===== config.mk =====
export PLATFORM = sky130hd
export DESIGN_NAME = id_ex_pipe_reg
export DESIGN_NICKNAME = d
export VERILOG_FILES = /design/src/rtl/id_ex_pipe_reg_pkg.sv /design/src/rtl/id_ex_pipe_reg_hazard_detect_unit.sv /design/src/rtl/id_ex_pipe_reg.sv
export SDC_FILE = /design/constraint.sdc
export NUM_CORES = 1
export LEC_CHECK = 0
export CORE_MARGIN = 2
export CORE_UTILIZATION = 40
export DETAILED_ROUTE_END_ITERATION = 8
export PLACE_DENSITY = 0.82
export SLEW_MARGIN = 20
export SYNTH_ARGS = -nofsm -noshare
export SYNTH_HDL_FRONTEND = slang
export SYNTH_SLANG_ARGS = --single-unit

===== constraint.sdc =====
create_clock -name clk -period 13 [get_ports clk]
set_input_delay 1.3 -clock clk [delete_from_list [all_inputs] [get_ports clk]]
set_output_delay 1.3 -clock clk [all_outputs]
set_load 0.05 [all_outputs]

===== src/rtl/id_ex_pipe_reg_pkg.sv =====
// rtl/id_ex_pipe_reg_pkg.sv - shared RV32I pipeline encodings and helpers
package id_ex_pipe_reg_pkg;

    localparam logic [4:0] ALUOP_IDLE = 5'd0;
    localparam logic [4:0] ALUOP_ADD  = 5'd1;
    localparam logic [4:0] ALUOP_SUB  = 5'd2;
    localparam logic [4:0] ALUOP_SLL  = 5'd3;
    localparam logic [4:0] ALUOP_SLT  = 5'd4;
    localparam logic [4:0] ALUOP_SLTU = 5'd5;
    localparam logic [4:0] ALUOP_XOR  = 5'd6;
    localparam logic [4:0] ALUOP_SRL  = 5'd7;
    localparam logic [4:0] ALUOP_SRA  = 5'd8;
    localparam logic [4:0] ALUOP_OR   = 5'd9;
    localparam logic [4:0] ALUOP_AND  = 5'd10;
    localparam logic [4:0] ALUOP_PASSB = 5'd11;

    localparam logic [6:0] OPC_LUI    = 7'b0110111;
    localparam logic [6:0] OPC_AUIPC  = 7'b0010111;
    localparam logic [6:0] OPC_JAL    = 7'b1101111;
    localparam logic [6:0] OPC_JALR   = 7'b1100111;
    localparam logic [6:0] OPC_BRANCH = 7'b1100011;
    localparam logic [6:0] OPC_LOAD   = 7'b0000011;
    localparam logic [6:0] OPC_STORE  = 7'b0100011;
    localparam logic [6:0] OPC_OPIMM  = 7'b0010011;
    localparam logic [6:0] OPC_OP     = 7'b0110011;

    localparam logic [1:0] WB_ALU = 2'd0;
    localparam logic [1:0] WB_MEM = 2'd1;
    localparam logic [1:0] WB_PC4 = 2'd2;

    // True when a source operand that is actually read names the given rd.
    function automatic logic reads_reg(input logic used, input logic [4:0] src,
                                       input logic [4:0] rd);
        return used && (src == rd);
    endfunction

endpackage


===== src/rtl/id_ex_pipe_reg_hazard_detect_unit.sv =====
// rtl/id_ex_pipe_reg_hazard_detect_unit.sv - combinational load-use hazard detector
module hazard_detect_unit
    import id_ex_pipe_reg_pkg::*;
(
    input  logic       id_valid,
    input  logic       id_rs1_used,
    input  logic       id_rs2_used,
    input  logic [4:0] id_rs1_addr,
    input  logic [4:0] id_rs2_addr,
    input  logic       ex_valid,
    input  logic       ex_mem_read,
    input  logic [4:0] ex_rd_addr,
    output logic       load_use
);

    logic ex_is_load;
    logic src_match;

    // x0 is never a real destination, so a load to x0 cannot create a hazard.
    assign ex_is_load = ex_valid && ex_mem_read && (ex_rd_addr != 5'd0);
    assign src_match  = reads_reg(id_rs1_used, id_rs1_addr, ex_rd_addr)
                     || reads_reg(id_rs2_used, id_rs2_addr, ex_rd_addr);
    assign load_use   = ex_is_load && src_match && id_valid;

endmodule


===== src/rtl/id_ex_pipe_reg.sv =====
// rtl/id_ex_pipe_reg.sv - ID/EX pipeline register with hazard bubble, flush and stall hold
module id_ex_pipe_reg
    import id_ex_pipe_reg_pkg::*;
#(
    parameter int XLEN  = 32,
    parameter int CNT_W = 32
) (
    input  logic            clk,
    input  logic            rst,
    input  logic            id_valid,
    input  logic [XLEN-1:0] id_pc,
    input  logic [XLEN-1:0] id_rs1_data,
    input  logic [XLEN-1:0] id_rs2_data,
    input  logic [XLEN-1:0] id_imm,
    input  logic [4:0]      id_rs1_addr,
    input  logic [4:0]      id_rs2_addr,
    input  logic [4:0]      id_rd_addr,
    input  logic            id_rs1_used,
    input  logic            id_rs2_used,
    input  logic [4:0]      id_alu_op,
    input  logic            id_alu_src1_pc,
    input  logic            id_alu_src2_imm,
    input  logic            id_mem_read,
    input  logic            id_mem_write,
    input  logic            id_reg_write,
    input  logic [1:0]      id_wb_sel,
    input  logic [2:0]      id_funct3,
    input  logic            stall_ex,
    input  logic            flush,
    output logic            ex_valid,
    output logic [XLEN-1:0] ex_pc,
    output logic [XLEN-1:0] ex_rs1_data,
    output logic [XLEN-1:0] ex_rs2_data,
    output logic [XLEN-1:0] ex_imm,
    output logic [4:0]      ex_rs1_addr,
    output logic [4:0]      ex_rs2_addr,
    output logic [4:0]      ex_rd_addr,
    output logic [4:0]      ex_alu_op,
    output logic            ex_alu_src1_pc,
    output logic            ex_alu_src2_imm,
    output logic            ex_mem_read,
    output logic            ex_mem_write,
    output logic            ex_reg_write,
    output logic [1:0]      ex_wb_sel,
    output logic [2:0]      ex_funct3,
    output logic            stall_if_id,
    output logic [CNT_W-1:0] perf_bubble_cnt,
    output logic [CNT_W-1:0] perf_flush_cnt
);

    typedef struct packed {
        logic            valid;
        logic [XLEN-1:0] pc;
        logic [XLEN-1:0] rs1_data;
        logic [XLEN-1:0] rs2_data;
        logic [XLEN-1:0] imm;
        logic [4:0]      rs1_addr;
        logic [4:0]      rs2_addr;
        logic [4:0]      rd_addr;
        logic [4:0]      alu_op;
        logic            alu_src1_pc;
        logic            alu_src2_imm;
        logic            mem_read;
        logic            mem_write;
        logic            reg_write;
        logic [1:0]      wb_sel;
        logic [2:0]      funct3;
    } ex_fields_t;

    ex_fields_t       id_fields;
    ex_fields_t       ex_d, ex_q;
    logic [CNT_W-1:0] bubble_cnt_d, bubble_cnt_q;
    logic [CNT_W-1:0] flush_cnt_d, flush_cnt_q;
    logic             load_use;

    hazard_detect_unit u_hazard (
        .id_valid    (id_valid),
        .id_rs1_used (id_rs1_used),
        .id_rs2_used (id_rs2_used),
        .id_rs1_addr (id_rs1_addr),
        .id_rs2_addr (id_rs2_addr),
        .ex_valid    (ex_q.valid),
        .ex_mem_read (ex_q.mem_read),
        .ex_rd_addr  (ex_q.rd_addr),
        .load_use    (load_use)
    );

    assign id_fields = '{
        valid:        id_valid,
        pc:           id_pc,
        rs1_data:     id_rs1_data,
        rs2_data:     id_rs2_data,
        imm:          id_imm,
        rs1_addr:     id_rs1_addr,
        rs2_addr:     id_rs2_addr,
        rd_addr:      id_rd_addr,
        alu_op:       id_alu_op,
        alu_src1_pc:  id_alu_src1_pc,
        alu_src2_imm: id_alu_src2_imm,
        mem_read:     id_mem_read,
        mem_write:    id_mem_write,
        reg_write:    id_reg_write,
        wb_sel:       id_wb_sel,
        funct3:       id_funct3
    };

    always_comb begin
        ex_d         = ex_q;
        bubble_cnt_d = bubble_cnt_q;
        flush_cnt_d  = flush_cnt_q;
        if (stall_ex) begin
            ex_d = ex_q;
        end else if (flush) begin
            ex_d        = '0;
            ex_d.alu_op = ALUOP_IDLE;
            flush_cnt_d = flush_cnt_q + CNT_W'(1);
        end else if (load_use) begin
            ex_d         = '0;
            ex_d.alu_op  = ALUOP_IDLE;
            bubble_cnt_d = bubble_cnt_q + CNT_W'(1);
        end else begin
            ex_d = id_fields;
            // A non-instruction must not produce side effects downstream.
            if (!id_valid) begin
                ex_d.mem_read  = 1'b0;
                ex_d.mem_write = 1'b0;
                ex_d.reg_write = 1'b0;
            end
        end
    end

    always_ff @(posedge clk or posedge rst) begin
        if (rst) begin
            ex_q         <= '0;
            bubble_cnt_q <= '0;
            flush_cnt_q  <= '0;
        end else begin
            ex_q         <= ex_d;
            bubble_cnt_q <= bubble_cnt_d;
            flush_cnt_q  <= flush_cnt_d;
        end
    end

    // A flush discards the ID instruction anyway, so no need to freeze fetch for it.
    assign stall_if_id = stall_ex | (load_use & ~flush);

    assign ex_valid        = ex_q.valid;
    assign ex_pc           = ex_q.pc;
    assign ex_rs1_data     = ex_q.rs1_data;
    assign ex_rs2_data     = ex_q.rs2_data;
    assign ex_imm          = ex_q.imm;
    assign ex_rs1_addr     = ex_q.rs1_addr;
    assign ex_rs2_addr     = ex_q.rs2_addr;
    assign ex_rd_addr      = ex_q.rd_addr;
    assign ex_alu_op       = ex_q.alu_op;
    assign ex_alu_src1_pc  = ex_q.alu_src1_pc;
    assign ex_alu_src2_imm = ex_q.alu_src2_imm;
    assign ex_mem_read     = ex_q.mem_read;
    assign ex_mem_write    = ex_q.mem_write;
    assign ex_reg_write    = ex_q.reg_write;
    assign ex_wb_sel       = ex_q.wb_sel;
    assign ex_funct3       = ex_q.funct3;
    assign perf_bubble_cnt = bubble_cnt_q;
    assign perf_flush_cnt  = flush_cnt_q;

endmodule


==> flow_metrics.tcl, run 1 <==
set metrics [dict create \
    drv_cap 0 \
    drt-vias-per-instance 5.28 \
    area_delta_synth_final_pct 55.0 \
    startpoint_type "input port" \
    ctsResizeCount 0 \
    total_power_mw 1.88 \
    die_width_um 152 \
    layout_setup_ws_ps 7910 \
    finalHoldViolCount 0 \
    startpoint "id_rs1_addr[1]" \
    finalSetupViolCount 0 \
    post-cts-setup-buffers 0 \
    yosysSeqAreaShare_pct 63.7 \
    clockRootBuffer "clkbuf_16" \
    worstReg2RegStart "ex_rd_addr[2]" \
    nNetsFinal 1201 \
    post-route-util_pct 62.6 \
    crit_fanout 31 \
    detailedPlace.worstSlack_ps 7920 \
    wl_met2_um 12800 \
    via_count 7011 \
    cp_data_arrival_time_ps 3790 \
    avgRoutedWirePerCell_um 19.6 \
    ys.flop_type "dfrtp_1" \
    core-area_mm2 0.0217 \
    max_freq_mhz 196 \
    cts_made_buffers 25 \
    synth_edf_count 0 \
    worstHoldPathType "flip-flop to flip-flop" \
    drive_gt1_share_pct 4.87 \
    placed_cells 1287 \
    peakVddDrop_mv 0.0665 \
    status "finished clean" \
    grt_pass1_vias 7249 \
    ys_async_sr_fraction_pct 100 \
    placed_area_mm2 0.0128 \
    cp.required_ps 11700 \
    ys_ff_latch 223 \
    antenna_found_initial 0 \
    period_share_pct 39.2 \
    met1_length_um 10600 \
    clockBufferDepth 3 \
    cts_tree "built" \
    portBuffers 388 \
    maxSlewHeadroom_pct 31.1 \
    grt_usage_pct 22.0 \
    worstHoldStart "perf_flush_cnt[31]" \
    start_util_pct 40.4 \
    top_layer_used "met4" \
    wl_met3_um 1970 \
    place_congestion 0.868 \
    antenna_cells 0 \
    fillers 1638 \
    synth_fp_nets 824 \
    dieArea_mm2 0.0231 \
    ctsHoldBuffers 0 \
    firstDrtPassIters 4 \
    stdcell_count 1328 \
    holdWs_ps 473 \
    synth_area_mm2 0.00876 \
    rsz0062_at_grt "no" \
    clk_latency_ps 510 \
    cp-end-kind "primary output" \
    drc 0 \
    fin_crit_ps 5090 \
    final_cell_area_mm2 0.0136 \
    clock_sinks 223 \
    num_rows 54 \
    drtAntennaViolNets 0 \
    reg2reg_slack_ps 9190 \
    htree_levels 1 \
    fin_worst_skew_ps 8.79 \
    cts.reportedPaths.clkPinSlew_ps 50 \
    synth.avg_cell_area_um2 13.3 \
    io_pins 389 \
    ys_types 35 \
    drtIter0Drc 332 \
    synth_cells 657 \
    drv_slew 0 \
    crit_type "input port to primary output" \
    die_h_um 152 \
    grt-ovfl-total 0 \
    yosys_warnings 0 \
    drt_wl_total_um 26100 \
    dp_hpwl_um 18200 \
    grt_pass1_wl_um 41300 \
    fin_tns_setup_ps 0 \
    grt_max_degree 144 \
    leakage_nw 5.99 \
    powerDensity_mw_per_mm2 138 \
    tightest_slew_ps 1030 \
]
## registers in the layout, summed over array words and instances (netlist names), 32 cells and up
name	count
perf_bubble_cnt	32
ex_imm	32
perf_flush_cnt	32
ex_rs1_data	32
ex_rs2_data	32
ex_pc	32
## worst max-delay path, cell delays in order
cell             delay, ps
clkdlybuf4s50_1        450
xnor2_1                230
nand4_1                190
o22a_1                 250
buf_4                  230
nor2_1                 170
a31o_2                 160
clkdlybuf4s50_1        800
## cell type report
class | count | area [um2] | share of cell area (%)
well taps | 280 | 350 | 2.58
clock buffers | 34 | 689 | 5.08
flip-flops and latches | 223 | 5580 | 41.1
repair buffers | 395 | 3940 | 29.0
inverters | 6 | 30.0 | 0.221
multi-input cells | 383 | 2900 | 21.3
clock inverters | 7 | 92.6 | 0.682
## cells in the final DEF (no fill, tap or decap), drive strengths merged
| master | synthesis | routed |
|---|---|---|
| a22o | 155 | 155 |
| a311oi | 1 | 1 |
| a31o | 1 | 1 |
| a32o | 3 | 3 |
| and2 | 3 | 3 |
| and3 | 3 | 3 |
| and4 | 5 | 5 |
| buf | 18 | 8 |
| bufinv | 0 | 2 |
| clkbuf | 27 | 34 |
| clkdlybuf4s50 | 0 | 387 |
| clkinv | 0 | 2 |
| clkinvlp | 0 | 3 |
| dfrtp | 223 | 223 |
| ha | 2 | 2 |
| inv | 6 | 6 |
| mux2 | 2 | 2 |
| nand2 | 24 | 24 |
| nand3 | 25 | 25 |
| nand4 | 26 | 26 |
| nor2 | 14 | 14 |
| nor2b | 1 | 1 |
| nor3 | 25 | 25 |
| nor3b | 1 | 1 |
| nor4 | 10 | 10 |
| o211a | 1 | 1 |
| o211ai | 1 | 1 |
| o21ai | 1 | 1 |
| o22a | 1 | 1 |
| o22ai | 1 | 1 |
| or3 | 2 | 2 |
| or3b | 1 | 1 |
| or4 | 2 | 2 |
| xnor2 | 32 | 32 |
| xor2 | 40 | 40 |
## metal layers
metal,up-vias,GRT usage (%)
met5,-,0
met4,0,7.61
met3,62,5.56
met2,305,36.7
met1,3444,28.1
li1,3200,-
## cells by family (layout without fill, tap and decap cells)
logic type / Yosys count / in the layout / share of synthesized area [%]
compound gates: 165 / 165 / 16.5
buf+inv: 51 / 442 / 3.36
simple gates: 142 / 142 / 8.66
xor+xnor: 72 / 72 / 7.20
flops: 223 / 223 / 63.7
fa+ha+maj: 2 / 2 / 0.286
mux: 2 / 2 / 0.257
## power breakdown
part,switching (mW),leakage [nW],internal (mW)
Combinational,0.255,2.66,0.162
Clock,0.274,0.373,0.408
Sequential,0.0387,2.95,0.741
Total,0.567,5.99,1.31
## path summary, 6_finish.rpt
kind	end	cells after the start
setup / recovery	stall_if_id	8
hold / removal	perf_flush_cnt[31]	1
setup reg to reg	ex_rs1_data[30]	6
hold reg to reg	perf_flush_cnt[31]	1
max in group asynchronous	ex_rs1_data[9]	3
min in group asynchronous	perf_flush_cnt[13]	2
## synth_stat cells, drive strengths merged (2+ instances only)
library cell / n / area, um2
dfrtp: 223 / 5580
a22o: 155 / 1360
xor2: 40 / 350
xnor2: 32 / 280
clkbuf: 27 / 101
nand4: 26 / 163
nand3: 25 / 125
nor3: 25 / 125
nand2: 24 / 90.1
buf: 18 / 170
nor2: 14 / 55.1
nor4: 10 / 68.8
inv: 6 / 22.5
and4: 5 / 43.8
a32o: 3 / 30.0
and2: 3 / 18.8
and3: 3 / 18.8
ha: 2 / 25.0
mux2: 2 / 22.5
or3: 2 / 12.5
or4: 2 / 15.0
Power figures use the tool's default switching activity.
==> run 2, diff against run 1 <==
CORE_ASPECT_RATIO = 1.5   (was default)
CORE_UTILIZATION = 38   (was 40)
clock period = 4.6 ns   (was 13 ns; I/O delays follow)
==> run 2 against run 1 <==
- first-iteration DRC count decreased by 4.8%
- critical path depth decreased by 3
- count of clock-buffer cells in the layout decreased by 5
- via count increased by 0.13%
- clock skew increased by 9.9 ps
- die area increased by 5.2%
- utilization decreased by 2.9 points
- largest cell class unchanged
- register-to-register slack got worse by 7400 ps
- design area increased by 0.30%
- flip-flop and latch count unchanged
- hold slack got worse by 110 ps
- cell count about the same
==> flow_metrics.tcl, run 2 (synthesized netlist as in run 1, its figures left out) <==
set metrics [dict create \
    max_stage_delay_ps 700 \
    die_h_um 190 \
    grt_max_degree 156 \
    startpoint_type "flip-flop" \
    ctsHoldBuffers 0 \
    place_congestion 0.857 \
    drtIter0Drc 316 \
    grt_use_met2_pct 37.4 \
    total_power_mw 5.33 \
    cp_data_arrival_time_ps 2810 \
    tightest_slew_ps 840 \
    htree_levels 1 \
    finalSetupViolCount 0 \
    clockBufferDepth 3 \
    fillers 1812 \
    num_rows 68 \
    use_met3_pct 4.27 \
    drive_gt1_share_pct 4.97 \
    drt-vias-per-instance 5.28 \
    period_share_pct 71.1 \
    clk_latency_ps 510 \
    cp.required_ps 4140 \
    cts.reportedPaths.clkPinSlew_ps 70 \
    cp_cell_sequence "or4_1 -> o211ai_1 -> nor2_1 -> a31o_2 -> clkdlybuf4s50_1" \
    avgRoutedWirePerCell_um 20.2 \
    dieArea_mm2 0.0243 \
    clockRootBuffer "clkbuf_16" \
    grt_pass1_wl_um 41000 \
    die_width_um 128 \
    grt-ovfl-total 0 \
    fin_worst_skew_ps 18.7 \
    cts_tree "built" \
    post-cts-setup-buffers 0 \
    max_freq_mhz 306 \
    drv_cap 0 \
    final_cell_area_mm2 0.0136 \
    antenna_found_initial 2 \
    grt_pass1_vias 7318 \
    leakage_nw 6.00 \
    drc 0 \
    crit_type "flip-flop to primary output" \
    worstReg2RegStart "ex_rd_addr[1]" \
    r2r_cells 5 \
    grt_use_met1_pct 25.4 \
    placed_area_mm2 0.0128 \
    clock_sinks 223 \
    io_pins 389 \
    ctsResizeCount 0 \
    grt_usage_pct 21.4 \
    start_util_pct 38.4 \
    core-area_mm2 0.0228 \
    peakVddDrop_mv 0.240 \
    top_usage_layer "met2" \
    r2r_end "ex_rs1_data[2]" \
    cp_slowest_cell "clkdlybuf4s50_1" \
    area_delta_synth_final_pct 55.5 \
    dp_hpwl_um 19300 \
    regArea_mm2 0.00558 \
    firstDrtPassIters 4 \
    fin_crit_ps 3270 \
    powerDensity_mw_per_mm2 391 \
    drt_wl_total_um 26800 \
    portBuffers 388 \
    via_count 7020 \
    multiInputGateArea_mm2 0.00290 \
    crit_fanout 5 \
    mostFrequentLayoutCell "clkdlybuf4s50_1" \
    layout_common_cells "clkdlybuf4s50_1 (387), dfrtp_1 (223), a22o_1 (155), xor2_1 (40), xnor2_1 (32)" \
    cts_made_buffers 22 \
    drtAntennaViolNets 0 \
    status "finished clean" \
    holdWs_ps 367 \
    nNetsFinal 1199 \
    worstHoldPathType "input port to asynchronous set/reset pin" \
    cp-end-kind "primary output" \
    maxSlewHeadroom_pct 43.6 \
    finalHoldViolCount 0 \
    rsz0062_at_grt "no" \
    reg2reg_slack_ps 1800 \
    drv_slew 0 \
    fin_tns_setup_ps 0 \
]
-- run 2: changes by cell type in the layout (fill, tap and decap cells not counted), sizes merged --
cell,previous run,this run
inv,6,5
clkbuf,34,29
diode,0,2
buf,8,9
clkinv,2,4
bufinv,2,4
-- run 2: worst max-delay path by stage --
stage,slack [ps],to,cells past startpoint,start
after floorplan,1230,ex_alu_op[0],1,rst
after global placement,1530,stall_if_id,7,id_rs1_addr[3]
after detailed placement,1550,stall_if_id,7,id_rs1_addr[4]
after CTS,1320,stall_if_id,5,ex_rd_addr[1]
after global routing,1240,stall_if_id,5,ex_rd_addr[1]
final,1330,stall_if_id,5,ex_rd_addr[1]
-- run 2: report_power, final --
| group | switching, mW | internal (mW) | leakage [nW] |
|---|---|---|---|
| Clock | 0.762 | 1.17 | 0.375 |
| Combinational | 0.730 | 0.462 | 2.67 |
| Sequential | 0.108 | 2.09 | 2.95 |
| Total | 1.60 | 3.73 | 6.00 |
-- run 2: metal layers --
layer | vias to the layer above | share of wire, %
met5 | - | 0
met4 | 0 | 4.0
met3 | 65 | 7.1
met2 | 304 | 51
met1 | 3454 | 38
li1 | 3197 | -
-- run 2: area by class of cell --
class	count	area share, %
diodes	2	0.0368
inverters	6	0.193
multi-input cells	383	21.3
flip-flops and latches	223	41.0
well taps	280	2.57
clock buffers	29	4.54
clock inverters	10	1.19
repair buffers	396	29.2
-- run 2: worst max-delay path: cells and delay by family (launching register included) --
family / cells / cell delay, ps
AOI/OAI and AO/OA: 2 / 510
buffers and inverters: 1 / 700
and+or+nand+nor: 2 / 650
DFF: 1 / 460
-- run 2: through the flow --
step / instances / setup WS (ps) / util [%]
3_5_place_dp: 1288 / 1550 / 56.3
3_3_place_gp: 1288 / 1530 / 56.3
5_1_grt: 1329 / 1240 / 59.7
4_1_cts: 1327 / 1320 / 59.7
2_1_floorplan: 657 / 1230 / -
6_report: 1329 / 1330 / 59.7
==> run 3, diff against run 2 <==
clock period = 2.6 ns   (was 4.6 ns; I/O delays follow)
==> run 3 against run 2 <==
- clock power increased by 69%
- die area unchanged
- utilization increased by 0.54 points
- critical path type unchanged
- largest cell class unchanged
==> flow_metrics.tcl, run 3 (synthesized netlist as in run 1, its figures left out) <==
set metrics [dict create \
    status "finished clean" \
    crit_type "flip-flop to primary output" \
    fin_crit_ps 2530 \
    startpoint_type "flip-flop" \
    finalSetupViolCount 0 \
    grt-ovfl-total 0 \
    dp_hpwl_um 20000 \
    powerDensity_mw_per_mm2 677 \
    start_util_pct 38.4 \
    detailedPlace.worstSlack_ps 149 \
    drtAntennaViolNets 0 \
    drtIter0Drc 348 \
    mostFrequentLayoutCell "clkdlybuf4s50_1" \
    grt_max_degree 110 \
    area_delta_synth_final_pct 56.9 \
    cp_cell_sequence "or4_4 -> o211ai_1 -> nor2_1 -> a31o_2 -> buf_4" \
    rsz0062_at_grt "no" \
    die_h_um 190 \
    worstHoldPathType "input port to asynchronous set/reset pin" \
    dieArea_mm2 0.0243 \
    max_stage_delay_ps 540 \
    cp_data_arrival_time_ps 2270 \
    cp_slowest_cell "or4_4" \
    grt_pass1_vias 7365 \
    r2r_end "ex_rs1_data[12]" \
    place_congestion 0.856 \
    die_width_um 128 \
    avgRoutedWirePerCell_um 20.5 \
    reg2reg_slack_ps 140 \
    startpoint "ex_rd_addr[2]" \
    tightest_slew_ps 831 \
    fillers 1805 \
    drv_cap 0 \
    drt_wl_total_um 27600 \
    firstDrtPassIters 5 \
    core-area_mm2 0.0228 \
    clock_sinks 223 \
    io_pins 389 \
    peakVddDrop_mv 0.519 \
    grt_usage_pct 21.8 \
    leakage_nw 6.09 \
    r2r_cells 5 \
    drc 0 \
    max_freq_mhz 396 \
    clockBufferDepth 3 \
    cp.required_ps 2340 \
    layout_common_cells "clkdlybuf4s50_1 (386), dfrtp_1 (222), a22o_1 (155), xor2_1 (40), xnor2_1 (31)" \
    maxSlewHeadroom_pct 44.6 \
    power_frac_clock_pct 35.1 \
    switching_share_pct 30.2 \
    crit_fanout 5 \
    antenna_found_initial 2 \
    cts.reportedPaths.clkPinSlew_ps 60 \
    portBuffers 388 \
    cp-endpoint "stall_if_id" \
    finalHoldViolCount 0 \
    cts_tree "built" \
    drv_slew 0 \
    via_count 7177 \
    cts_made_buffers 23 \
    grt_pass1_wl_um 41700 \
    cp-end-kind "primary output" \
    layout_setup_ws_ps 73.4 \
    fin_worst_skew_ps 9.51 \
    drive_gt1_share_pct 6.86 \
    clk_latency_ps 500 \
    nNetsFinal 1215 \
    num_rows 68 \
    drt-vias-per-instance 5.33 \
    htree_levels 1 \
    clockRootBuffer "clkbuf_16" \
    p_comb_share_pct 23.0 \
    p_int_mw 6.49 \
    pwr-share-seq_pct 41.9 \
    period_share_pct 97.2 \
    power.switching_mw 2.81 \
    total_power_mw 9.31 \
    worstReg2RegStart "ex_rd_addr[2]" \
]
## run 3: cell types whose count changed in the layout (fill, tap and decap cells not counted), moves of 2 or more
cell and change:
buf_4 +14, clkbuf_8 +6, bufinv_16 -3, clkinv_2 +2, clkinv_4 -2, clkinvlp_4 -2
## run 3: final cells by class
cell class | count | area (um2) | share of cell area, %
clock buffer | 36 | 704 | 5.13
timing repair buffer | 411 | 4110 | 29.9
tap | 280 | 350 | 2.55
inverter | 6 | 26.3 | 0.191
multi-input combinational | 383 | 2920 | 21.2
sequential | 223 | 5580 | 40.6
antenna | 3 | 7.51 | 0.0546
clock inverter | 5 | 50.0 | 0.364
## run 3: power by group through the flow
stage | sequential, mW | combinational [mW] | clock, mW
after floorplan | 4.75 | 0.414 | 0
after global placement | 3.94 | 2.12 | 0
after detailed placement | 3.95 | 2.14 | 0
after CTS | 3.89 | 2.15 | 3.36
after global routing | 3.92 | 2.23 | 3.49
final | 3.90 | 2.14 | 3.27
## run 3: what timing repair did
item,4_1_cts,5_1_grt
buffers inserted,0,0
hold buffers,0,0
endpoints found under the setup margin,0,2
endpoints found under the hold margin,0,0
resized for setup,0,5
## run 3: worst min path at each step
| stage | start | endpoint | slack (ps) | depth (start not counted) |
|---|---|---|---|---|
| after detailed placement | perf_flush_cnt[31] | perf_flush_cnt[31] | 470 | 1 |
| after global placement | perf_flush_cnt[31] | perf_flush_cnt[31] | 460 | 1 |
| final | rst | perf_flush_cnt[15] | 190 | 3 |
| after CTS | rst | ex_pc[20] | 190 | 3 |
| after floorplan | id_alu_op[0] | ex_alu_op[0] | 390 | 1 |
| after global routing | rst | ex_pc[20] | 200 | 3 |
## run 3: worst max-delay path: cells and delay by family, from the launching register on
kind / cells / cell delay, ps
simple gates: 2 / 620
compound gates: 2 / 480
buf+inv: 1 / 190
flops: 1 / 470
## run 3: per-stage QoR
step | instance area, um2 | setup TNS, ps | util (%) | instances | hold WS, ps
2_1_floorplan | 8760 | -127120 | - | 657 | 389
3_3_place_gp | 13000 | 0 | 56.8 | 1303 | 456
3_5_place_dp | 13000 | 0 | 56.8 | 1303 | 473
4_1_cts | 13700 | 0 | 60.1 | 1344 | 185
5_1_grt | 13700 | 0 | 60.3 | 1346 | 203
6_report | 13700 | 0 | 60.3 | 1347 | 194
## run 3: metal layers
| layer | track usage, % | part of all wire [%] |
|---|---|---|
| met1 | 25.3 | 37 |
| met2 | 38.1 | 52 |
| met3 | 4.98 | 7.5 |
| met4 | 9.76 | 4.0 |
| met5 | 0 | 0 |
